**src/rtl/n1_irq_arb.sv**
```systemverilog
`default_nettype none
// ============================================================================
// Module   : n1_irq_arb
// Purpose  : Interrupt request arbiter for the N1 core. Collects up to
//            IRQ_CNT level-sensitive interrupt sources, picks one winner per
//            arbitration round and presents its 16-bit ISR address to the
//            exception/interrupt aggregator. The request is held until the
//            flow controller acknowledges ISR entry or the source withdraws.
// Config   : N1_IRQ_ARB_RR_EN set -> round-robin arbitration
//            (pointer advances on ack). Unset -> fixed priority, lowest
//            index wins, no pointer register (probe reads 0).
// Ports    : clk_i            module clock
//            sync_rst_i       synchronous reset, active-high
//            irq_src_i        level interrupt requests, bit n = source n
//            irq_en_i         per-source enable mask
//            irq_vec_i        ISR addresses, source n at [16n+15:16n]
//            irq_ack_i        one-cycle strobe: presented request taken
//            irq_req_adr_o    requested ISR address, 0x0000 = no request
//            irq_id_o         index of presented source
//            prb_irq_state_o  FSM state probe
//            prb_irq_ptr_o    round-robin pointer probe
// Revision : 1.0 - initial release
// ============================================================================
module n1_irq_arb #(
    parameter int IRQ_CNT = 8
) (
    input  logic                  clk_i,
    input  logic                  sync_rst_i,
    input  logic [IRQ_CNT-1:0]    irq_src_i,
    input  logic [IRQ_CNT-1:0]    irq_en_i,
    input  logic [16*IRQ_CNT-1:0] irq_vec_i,
    input  logic                  irq_ack_i,
    output logic [15:0]           irq_req_adr_o,
    output logic [3:0]            irq_id_o,
    output logic [1:0]            prb_irq_state_o,
    output logic [3:0]            prb_irq_ptr_o
);

    localparam logic [1:0] c_IDLE    = 2'd0;
    localparam logic [1:0] c_ARB     = 2'd1;
    localparam logic [1:0] c_REQ     = 2'd2;
    localparam logic [1:0] c_CLR     = 2'd3;
    localparam logic [3:0] c_LAST_ID = 4'(IRQ_CNT - 1);

    logic [1:0]  r_state;
    logic [3:0]  r_id;
    // Holds the latched vector while in REQ and is zero otherwise, so it
    // doubles as the registered request output.
    logic [15:0] r_adr;

    // Eligibility and vectors padded to 16 entries so that any 4-bit index
    // is in range; unused entries are never eligible.
    logic [15:0] w_elig;
    logic [15:0] w_vec [16];

    logic        w_found;
    logic [3:0]  w_win_id;

    for (genvar n = 0; n < 16; n++) begin : g_src
        if (n < IRQ_CNT) begin : g_used
            assign w_vec[n]  = irq_vec_i[16*n +: 16];
            assign w_elig[n] = irq_src_i[n] & irq_en_i[n] & (w_vec[n] != 16'h0000);
        end else begin : g_unused
            assign w_vec[n]  = 16'h0000;
            assign w_elig[n] = 1'b0;
        end
    end

`ifdef N1_IRQ_ARB_RR_EN
    logic [3:0] r_ptr;
    logic [4:0] w_sum;

    // Search ascends from the pointer, wrapping modulo IRQ_CNT; the first
    // eligible source found wins.
    always_comb begin
        w_found  = 1'b0;
        w_win_id = 4'd0;
        w_sum    = 5'd0;
        for (int i = 0; i < IRQ_CNT; i++) begin
            w_sum = {1'b0, r_ptr} + 5'(i);
            if (w_sum >= 5'(IRQ_CNT)) begin
                w_sum = w_sum - 5'(IRQ_CNT);
            end
            if (!w_found && w_elig[w_sum[3:0]]) begin
                w_found  = 1'b1;
                w_win_id = w_sum[3:0];
            end
        end
    end

    always_ff @(posedge clk_i) begin
        if (sync_rst_i) begin
            r_ptr <= 4'd0;
        end else if (r_state == c_REQ && irq_ack_i) begin
            r_ptr <= (r_id == c_LAST_ID) ? 4'd0 : r_id + 4'd1;
        end
    end

    assign prb_irq_ptr_o = r_ptr;
`else
    // Fixed priority: scan downward so the lowest eligible index is the
    // last one written.
    always_comb begin
        w_found  = 1'b0;
        w_win_id = 4'd0;
        for (int i = IRQ_CNT - 1; i >= 0; i--) begin
            if (w_elig[4'(i)]) begin
                w_found  = 1'b1;
                w_win_id = 4'(i);
            end
        end
    end

    assign prb_irq_ptr_o = 4'd0;
`endif

    always_ff @(posedge clk_i) begin
        if (sync_rst_i) begin
            r_state <= c_IDLE;
            r_id    <= 4'd0;
            r_adr   <= 16'h0000;
        end else begin
            case (r_state)
                c_IDLE: begin
                    if (|w_elig) begin
                        r_state <= c_ARB;
                    end
                end
                c_ARB: begin
                    // Sources may vanish between IDLE and ARB; in that case
                    // nothing is latched.
                    if (w_found) begin
                        r_id    <= w_win_id;
                        r_adr   <= w_vec[w_win_id];
                        r_state <= c_REQ;
                    end else begin
                        r_state <= c_IDLE;
                    end
                end
                c_REQ: begin
                    // Ack has precedence over a coincident withdrawal.
                    if (irq_ack_i) begin
                        r_adr   <= 16'h0000;
                        r_state <= c_CLR;
                    end else if (!w_elig[r_id]) begin
                        r_adr   <= 16'h0000;
                        r_state <= c_IDLE;
                    end
                end
                default: begin
                    // CLR: one idle request cycle gives the aggregator a
                    // clean edge before any re-arbitration.
                    r_state <= c_IDLE;
                end
            endcase
        end
    end

    assign irq_req_adr_o   = r_adr;
    assign irq_id_o        = r_id;
    assign prb_irq_state_o = r_state;

endmodule
`default_nettype wire

```
**config.mk**
```make
export PLATFORM = sky130hd
export DESIGN_NAME = n1_irq_arb
export DESIGN_NICKNAME = d
export VERILOG_FILES = /design/src/rtl/n1_irq_arb.sv
export SDC_FILE = /design/constraint.sdc
export NUM_CORES = 1
export LEC_CHECK = 0
export ABC_AREA = 1
export BUFFER_PORTS_ARGS = -buffer_cell sky130_fd_sc_hd__buf_4
export CAP_MARGIN = 25
export CORE_MARGIN = 3
export CORE_UTILIZATION = 45
export DETAILED_ROUTE_END_ITERATION = 7
export GPL_ROUTABILITY_DRIVEN = 0
export PLACE_DENSITY = 0.81
export SYNTH_ARGS = -nofsm -noshare
export SYNTH_HDL_FRONTEND = slang
export SYNTH_SLANG_ARGS = --single-unit
export TNS_END_PERCENT = 5
```
**constraint.sdc**
```tcl
create_clock -name clk_i -period 3.75 [get_ports clk_i]
set_input_delay 0.5625 -clock clk_i [delete_from_list [all_inputs] [get_ports clk_i]]
set_output_delay 0.5625 -clock clk_i [all_outputs]
set_load 0.02 [all_outputs]
```
* Yosys cells after proc, flatten, opt, wreduce, memory -nomap -nowiden *
Index checks and enable logic that the tools add are counted.

storage, ports and cells
  bits of input ports = 147
  output and inout bits = 26
  register bits after elaboration = 22
  word-level logic and storage cells = 71

cells by class
  mux-type cells = 30
  bitwise logic cells = 17
  reductions and logical operators = 14
  eq/ne operators = 5
  magnitude comparators = 2

operator list
  operator                                             count
  nonzero test 16 bit                                  8
  2-to-1 mux 16 bit                                    5
  binary-select mux 16 bit (select 4 bit)              1
  case mux 16 bit (2 select lines)                     1
  2-to-1 mux 4 bit                                     7
  bitwise AND 1 bit                                    16
  2-to-1 mux 1 bit                                     9
  2-to-1 mux 2 bit                                     4
  OR reduction 8 bit                                   1
  case mux 2 bit (3 select lines)                      1
  >= comparator 5 bit (second input constant)          1
  < comparator 4 x 5 -> 1 bit (second input constant)  1
  inverter 4 -> 5 bit                                  1
  binary-select mux 1 bit (select 4 bit)               1
  inequality test 2 bit (second input constant)        2
  AND reduction 2 bit                                  2
  2-to-1 mux 3 bit                                     1
  inequality test 3 bit (second input constant)        1
  AND reduction 3 bit                                  1
  == test 2 x 1 -> 1 bit (second input constant)       1
  == test 2 bit (second input constant)                1
  zero test 2 bit                                      1
  nonzero test 2 bit                                   1

* Longest topological paths before layout *
Gate-level depths: netlist (run 1).

  depth after elaboration = 16
  depth in mapped cells = 19
  depth with buffers taken out = 17

* Worst setup path after synthesis (run 1) *
No wires, ideal clock.

  kind = input to register
  start point = input port irq_vec_i[8]
  end point = register r_adr[12], in the netlist irq_req_adr_o[12]
  setup slack = 1.720 ns
  library setup time = 0.131 ns
  path buffers = 2
  data required time = 3.619 ns
  stages on the path = 10
  data arrival time = 1.900 ns
  cell sequence = nor4_1 nand4_1 nand3_2 buf_2 buf_1 nand3_1 nand3_1 nand3_1 nand3_1 a21oi_2

on the way
  longest elaborated chain between the ends = 9
  elaborated cells on any way between the ends = 15
  classes of those cells = 2 x eq/ne; 9 x mux; 2 x bitwise; 2 x reduce/logical

ends and longest elaborated chain
  element                                                line  text
  start: declaration                                     31    input logic [16*IRQ_CNT-1:0] irq_vec_i,
  nonzero test 16 bit (*)                                62    assign w_elig[n] = irq_src_i[n] & irq_en_i[n] & (w_vec[n] != 16'h0000);
  bitwise AND 1 bit (*)                                  62
  2-to-1 mux 4 bit                                       107   if (w_elig[4'(i)]) begin
  inverter 4 -> 5 bit (implied by the code)              134   r_adr <= w_vec[w_win_id];
  binary-select mux 16 bit (select 4 bit)                134
  2-to-1 mux 16 bit (implied by the code) (2 in series)  134
  2-to-1 mux 16 bit                                      132   if (w_found) begin
  case mux 16 bit (2 select lines)                       123   case (r_state)
  end signal: assignment                                 134
  end: declaration                                       49    logic [15:0] r_adr;

Every way passes the cells marked *; elsewhere a longest branch is shown, timed or not. The select of a mux whose other input is x is not followed.
A chain may end at the register's enable or synchronous reset.

* Worst setup path in the final report (run 1) *
  start point = input port irq_vec_i[0]
  end point = register r_adr[0], in the netlist irq_req_adr_o[0]

on the way
  longest elaborated chain between the ends = 9
  elaborated cells on any way between the ends = 15
  classes of those cells = 2 x eq/ne; 9 x mux; 2 x bitwise; 2 x reduce/logical

ends and longest elaborated chain
  element                                                line
  nonzero test 16 bit                                    62
  bitwise AND 1 bit                                      62
  2-to-1 mux 4 bit                                       107
  inverter 4 -> 5 bit (implied by the code)              134
  binary-select mux 16 bit (select 4 bit)                134
  2-to-1 mux 16 bit (implied by the code) (2 in series)  134
  2-to-1 mux 16 bit                                      132
  case mux 16 bit (2 select lines)                       123

Several ways; a longest one is shown, not always the timed one. The select of a mux whose other input is x is not followed.

==> results of run 1 <==
worst max-delay path, delay by kind of cell:
family                 cells  cell delay (ns)
AND/OR/NAND/NOR            9             1.68
buffers and inverters      2             0.66
AO/OA/AOI/OAI              1             0.07
layout by cell type (no fill, tap or decap):
cell type and count:
clkinv_1 1, a21oi_1 19, nand3_1 173, clkinv_2 1
nand3_2 1, nor2_1 27, nand2_1 105, nand3b_1 17
nand2_2 6, o21ai_0 7, nor3_1 1, clkbuf_8 3
inv_2 13, nor2_2 1, o22ai_1 1, nand4_1 15
buf_12 1, nor3_4 1, o21ai_1 1, a21oi_2 2
a21oi_4 1, buf_4 171, dfxtp_1 21, nor4_1 12
inv_1 112, conb_1 5
state kept, by name, summed over array words and instances, names as in the netlist:
name / flops
prb_irq_state_o: 2
irq_req_adr_o: 16
irq_id_o: 3
power by group through the flow:
| stage | logic, mW | clock network (mW) | registers (mW) |
|---|---|---|---|
| after floorplan | 0.339 | 0 | 0.306 |
| after global placement | 0.584 | 0 | 0.280 |
| after detailed placement | 0.594 | 0 | 0.280 |
| after CTS | 0.595 | 0.153 | 0.275 |
| after global routing | 0.662 | 0.159 | 0.278 |
| final | 0.601 | 0.152 | 0.277 |
per-stage QoR:
stage | instances | power, mW | util [%] | instance area (µm²) | setup WS, ns
2_1_floorplan | 581 | 0.645 | - | 3070 | 1.72
3_3_place_gp | 791 | 0.864 | 65.3 | 4220 | 0.745
3_5_place_dp | 791 | 0.874 | 65.3 | 4220 | 0.696
4_1_cts | 795 | 1.02 | 66.1 | 4270 | 0.966
5_1_grt | 795 | 1.10 | 66.1 | 4270 | 0.695
6_report | 795 | 1.03 | 66.1 | 4270 | 0.894
worst paths after layout:
path	cells past startpoint	from	to	slack [ns]
max	12	irq_vec_i[0]	irq_req_adr_o[0]	0.89
min	2	irq_req_adr_o[7]	irq_req_adr_o[7]	0.48
max reg2reg	8	irq_id_o[0]	irq_req_adr_o[0]	2.10
min reg2reg	2	irq_req_adr_o[7]	irq_req_adr_o[7]	0.48
cells by family (layout without fill, tap and decap cells):
| logic type | count (synthesis) | in the layout |
|---|---|---|
| AO/OA/AOI/OAI | 31 | 31 |
| buffers and inverters | 165 | 302 |
| flip-flops | 21 | 21 |
| other | 1 | 5 |
| AND/OR/NAND/NOR | 359 | 359 |
per-layer routing:
metal / up-vias / wire (µm) / GRT usage (%)
met5: - / 0 / 0
met4: 0 / 318 / 8.65
met3: 26 / 1150 / 2.51
met2: 248 / 5530 / 51.0
met1: 1895 / 4730 / 37.4
li1: 2129 / - / -
area by class of cell:
cell class              instances  area [µm²]  share of cell area, %
multi-input cells             395        1930                   45.2
repair buffers                172        1300                   30.6
inverters                     126         473                   11.1
flip-flops and latches         21         420                   9.85
well taps                      77        96.3                   2.26
clock buffers                   3        41.3                  0.968
clock inverters                 1        5.00                  0.117
cell usage after synthesis (6+ instances only):
| cell | number | share of area [%] |
|---|---|---|
| buf_1 | 7 | 0.86 |
| nand3_1 | 173 | 28 |
| buf_4 | 6 | 1.5 |
| nand3b_1 | 17 | 4.2 |
| nor2_1 | 27 | 3.3 |
| a21oi_1 | 19 | 3.1 |
| dfxtp_1 | 21 | 14 |
| nand4_1 | 15 | 3.1 |
| buf_2 | 16 | 2.6 |
| buf_6 | 8 | 2.9 |
| o21ai_0 | 7 | 1.1 |
| inv_1 | 112 | 14 |
| nor4_1 | 12 | 2.5 |
| nand2_1 | 105 | 13 |
| inv_2 | 13 | 1.6 |
| nand2_2 | 6 | 1.2 |
==> impl_metrics.py, run 1 <==
metrics = {
    "critical_path": {
        "cp-end-kind": "flop",
        "path_max_fanout": 65,
        "path_class": "in2reg",
        "critPathRequiredTime_ns": 3.90,
        "cp_slowest_cell": "buf_4",
        "cp_cell_sequence": "buf_4 > nor4_1 > nand4_1 > nand3_2 > buf_4 > nand2_1 > nand3_1 > nand3b_1 > nand4_1 > nand2_2 > nand2_1 > a21oi_1",
        "critPathLaunchType": "primary input",
        "crit_path_max_incr_delay_ns": 0.55,
        "arrival_ns": 3.01,
    },
    "clock_tree": {
        "root_buffer": "clkbuf_8",
        "cts_buffers": 3,
        "cts_tree": "yes",
        "cts_resized": 0,
        "clockBufferDepth": 2,
        "htreeDepth": 1,
        "holdBufCountCts": 0,
        "clock-sinks": 21,
        "path_clk_slew_ns": 0.08,
        "insertion_delay_ns": 0.26,
        "postCtsSetupRepairBufs": 0,
    },
    "power_and_ir_drop": {
        "switchingPower_mw": 0.449,
        "power.share.switching_pct": 43.6,
        "p_per_area_nw_per_um2": 241,
        "power.internal_mw": 0.581,
        "power_frac_comb_pct": 58.4,
        "vdd.ir_drop.worst_v": 0.000203,
        "power_leakage_nw": 2.40,
        "pwr-share-clk_pct": 14.8,
        "p_seq_share_pct": 26.9,
    },
    "floorplanning": {
        "die_width_um": 88.4,
        "die_height_um": 88.4,
        "num_rows": 29,
        "core_region_area_um2": 6460,
        "io_pins": 173,
        "die-area_um2": 7810,
        "initial_core_util_pct": 47.3,
    },
    "timing": {
        "fin_tns_setup_ns": 0,
        "timing.fmax_mhz": 350,
        "tightest_slew_ns": 0.662,
        "slew_headroom_pct": 55.8,
        "clock_skew_ns": 0.00469,
        "rsz0062_at_grt": "false",
        "fin_crit_ns": 2.86,
        "hold_violations": 0,
        "final-setup-viol-count": 0,
        "whs_ns": 0.477,
        "post-route-period-util_pct": 76.2,
        "slew_viol_final": 0,
    },
    "placement": {
        "dp_hpwl_um": 9580,
        "portBuffers": 167,
    },
    "synthesis": {
        "synth_edf_count": 0,
        "synth-main-ff-cell": "dfxtp_1",
        "synth-xor-area-share_pct": 0,
        "syn_inst": 577,
        "ys_ff_latch": 21,
        "synthArstFlopShare_pct": 0,
        "synth_top_family_by_area": "simple AND/OR/NAND/NOR gates",
        "synth_area_um2": 3050,
        "yosysWarnings": 0,
        "synth-simple-area-share_pct": 56.7,
        "synth_compound_area_share_pct": 5.74,
        "muxShareOfSynthArea_pct": 0,
        "ys_seq_area_share_pct": 13.8,
        "yosysUniqueCellTypes": 27,
        "synthAdderAreaFrac_pct": 0,
        "syn_avg_cell_area_um2": 5.29,
    },
    "route": {
        "wl_per_cell_um": 14.8,
        "dr.first_iter.drc_count": 321,
        "viasPerCell": 5.41,
        "detail-route-antenna-nets": 0,
        "dr.pass1.iters": 7,
        "routed_wl_um": 11700,
        "num_vias": 4298,
        "drc_errors": 0,
    },
    "min_path": {
        "hp-class": "reg2reg",
    },
    "cells_and_area": {
        "area_delta_synth_final_pct": 39.7,
        "fin_nets": 866,
        "fill_cells": 613,
        "antenna_cells": 0,
        "drive_above_1_share_pct": 28.0,
    },
    "run_status": {
        "status": "finished, final reports clean",
    },
    "global_route": {
        "grt_overflow": 0,
        "grt_pass1_wl_um": 18200,
        "antenna_found_initial": 0,
        "grt_pass1_vias": 4029,
        "grt_usage_pct": 28.9,
        "grt_max_degree": 66,
    },
    "run": {
        "maxCapViolCount": 0,
    },
}
Note: power is estimated with default switching activity, not from simulation.
==> run 2: changes to the inputs <==
--- a/config.mk
+++ b/config.mk
@@ -9,10 +9,10 @@
 export BUFFER_PORTS_ARGS = -buffer_cell sky130_fd_sc_hd__buf_4
 export CAP_MARGIN = 25
 export CORE_MARGIN = 3
-export CORE_UTILIZATION = 45
+export CORE_UTILIZATION = 41
 export DETAILED_ROUTE_END_ITERATION = 7
 export GPL_ROUTABILITY_DRIVEN = 0
-export PLACE_DENSITY = 0.81
+export PLACE_DENSITY = 0.78
 export SYNTH_ARGS = -nofsm -noshare
 export SYNTH_HDL_FRONTEND = slang
 export SYNTH_SLANG_ARGS = --single-unit
==> constraint.sdc (replaced) <==
create_clock -name clk_i -period 2.4 [get_ports clk_i]
set_input_delay 0.36 -clock clk_i [delete_from_list [all_inputs] [get_ports clk_i]]
set_output_delay 0.36 -clock clk_i [all_outputs]
set_load 0.02 [all_outputs]
==> run 2 against run 1 <==
Effect of this change: total power increased by 62%; via count increased by 3.4%; highest routed layer unchanged; register-to-register slack got worse by 1.4 ns; combinational power increased by 65%; largest cell class unchanged; setup slack got worse by 0.83 ns; utilization decreased by 3.1 points.
==> impl_metrics.py, run 2 (synthesis gave the netlist of run 1 again) <==
metrics = {
    "critical_path": {
        "path_max_fanout": 16,
        "critPathRequiredTime_ns": 2.60,
        "cp-end-kind": "flop",
        "crit_buf_inv": 2,
        "arrival_ns": 2.54,
        "crit_family": "simple AND/OR/NAND/NOR gates",
        "crit_top_cell": "nand3_1",
        "crit_path_max_incr_delay_ns": 0.51,
        "cp_cell_sequence": "buf_4 > nor4_1 > nand4_1 > nand3_2 > nand2_2 > a21oi_4 > buf_4 > nand3_1 > nand3_1 > nand3_1 > a21oi_1",
        "critPathLaunchType": "primary input",
        "cp_slowest_cell": "nor4_1",
        "path_class": "in2reg",
    },
    "floorplanning": {
        "io_pins": 173,
        "initial_core_util_pct": 43.5,
        "die_width_um": 92.3,
        "num_rows": 30,
        "die_height_um": 92.3,
        "die-area_um2": 8520,
        "core_region_area_um2": 7020,
    },
    "clock_tree": {
        "htreeDepth": 1,
        "root_buffer": "clkbuf_8",
        "cts_tree": "yes",
        "insertion_delay_ns": 0.27,
        "clockBufferDepth": 2,
        "path_clk_slew_ns": 0.08,
        "postCtsSetupRepairBufs": 0,
        "cts_buffers": 3,
        "clock-sinks": 21,
    },
    "route": {
        "viasPerCell": 5.38,
        "num_vias": 4445,
        "detail-route-antenna-nets": 0,
        "dr.pass1.iters": 5,
        "routed_wl_um": 12200,
        "dr.first_iter.drc_count": 505,
        "wl_per_cell_um": 14.8,
        "drc_errors": 0,
    },
    "cells_and_area": {
        "fin_nets": 878,
        "fin_area_um2": 4420,
        "final_common_cell": "buf_4",
        "largest_register_ff_count": 16,
        "mostFrequentLayoutCells": "180 x buf_4, 173 x nand3_1, 112 x inv_1",
        "drive_above_1_share_pct": 29.2,
        "area_delta_synth_final_pct": 44.7,
        "antenna_cells": 0,
    },
    "global_route": {
        "grt_pass1_wl_um": 19000,
        "grt_overflow": 0,
        "grt_pass1_vias": 4057,
        "grt_max_degree": 34,
        "grt_usage_pct": 27.1,
        "antenna_found_initial": 0,
    },
    "timing": {
        "fin_tns_setup_ns": 0,
        "timing.fmax_mhz": 427,
        "final-setup-viol-count": 0,
        "hold_violations": 0,
        "fin_crit_ns": 2.34,
        "post-route-period-util_pct": 97.5,
        "slew_headroom_pct": 63.6,
        "rsz0062_at_grt": "false",
        "tightest_slew_ns": 0.541,
        "clock_skew_ns": 0.00463,
        "slew_viol_final": 0,
    },
    "power_and_ir_drop": {
        "vdd.ir_drop.worst_v": 0.000228,
        "power_leakage_nw": 2.47,
        "p_per_area_nw_per_um2": 378,
    },
    "placement": {
        "placed_area_um2": 4370,
        "dp_hpwl_um": 10000,
        "portBuffers": 167,
    },
    "run_status": {
        "status": "finished, final reports clean",
    },
    "run": {
        "maxCapViolCount": 0,
    },
    "min_path": {
        "hp-class": "in2reg",
    },
}
[run 2: cell count changes in the layout (fill, tap and decap cells not counted)]
cell	previous run	this run
buf_4	171	180
inv_2	13	12
buf_12	1	4
inv_4	0	1
[run 2: layout make-up]
cell class              instances  area, µm²
clock buffers                   3       41.3
clock inverters                 1       5.00
multi-input cells             395       1930
flip-flops and latches         21        420
repair buffers                184       1430
well taps                      96        120
fillers                       682       2600
inverters                     126        475
[run 2: layer usage]
metal / wire length [µm] / global-route usage, % / up-vias
met1: 4570 / 34.3 / 1952
met3: 1460 / 4.06 / 31
met5: 0 / 0 / -
met2: 5740 / 46.2 / 310
li1: - / - / 2152
met4: 421 / 10.0 / 0
[run 2: per-stage QoR]
step	instances	power (mW)	util (%)	worst slack, ns	hold WS (ns)
floorplan	581	1.01	-	0.572	0.540
global placement	822	1.40	62.3	-0.127	0.462
detailed placement	822	1.41	62.3	-0.139	0.459
CTS	826	1.66	62.9	0.131	0.394
global route	826	1.78	63.0	0.0108	0.410
finish	826	1.67	63.0	0.0594	0.397
[run 2: final timing paths]
path	from	to	slack, ns	depth (start not counted)
worst max register to register	irq_id_o[0]	irq_req_adr_o[12]	0.72	8
worst min register to register	irq_req_adr_o[8]	irq_req_adr_o[8]	0.47	2
worst min-delay path	irq_ack_i	prb_irq_state_o[1]	0.40	3
worst max-delay path	irq_vec_i[0]	irq_req_adr_o[9]	0.06	11
[run 2: worst reg2reg max path, stage by stage, from the launching register on]
cell	delay, ns
dfxtp_1	0.44
inv_1	0.11
o21ai_0	0.18
o22ai_1	0.10
nand2_1	0.06
nand4_1	0.14
nand2_2	0.29
nand2_1	0.14
a21oi_2	0.15
[run 2: power by group]
group          switching [mW]  leakage (nW)  total, mW  internal [mW]
clock                   0.133        0.0255      0.249          0.116
combinational           0.555          2.27      0.989          0.434
sequential             0.0413         0.172      0.433          0.392
[run 2: timing repair]
action / CTS / global route
resized for setup: 0 / 2
endpoints found under the setup margin: 0 / 2
hold endpoints to repair: 0 / 0
hold buffers: 0 / 0
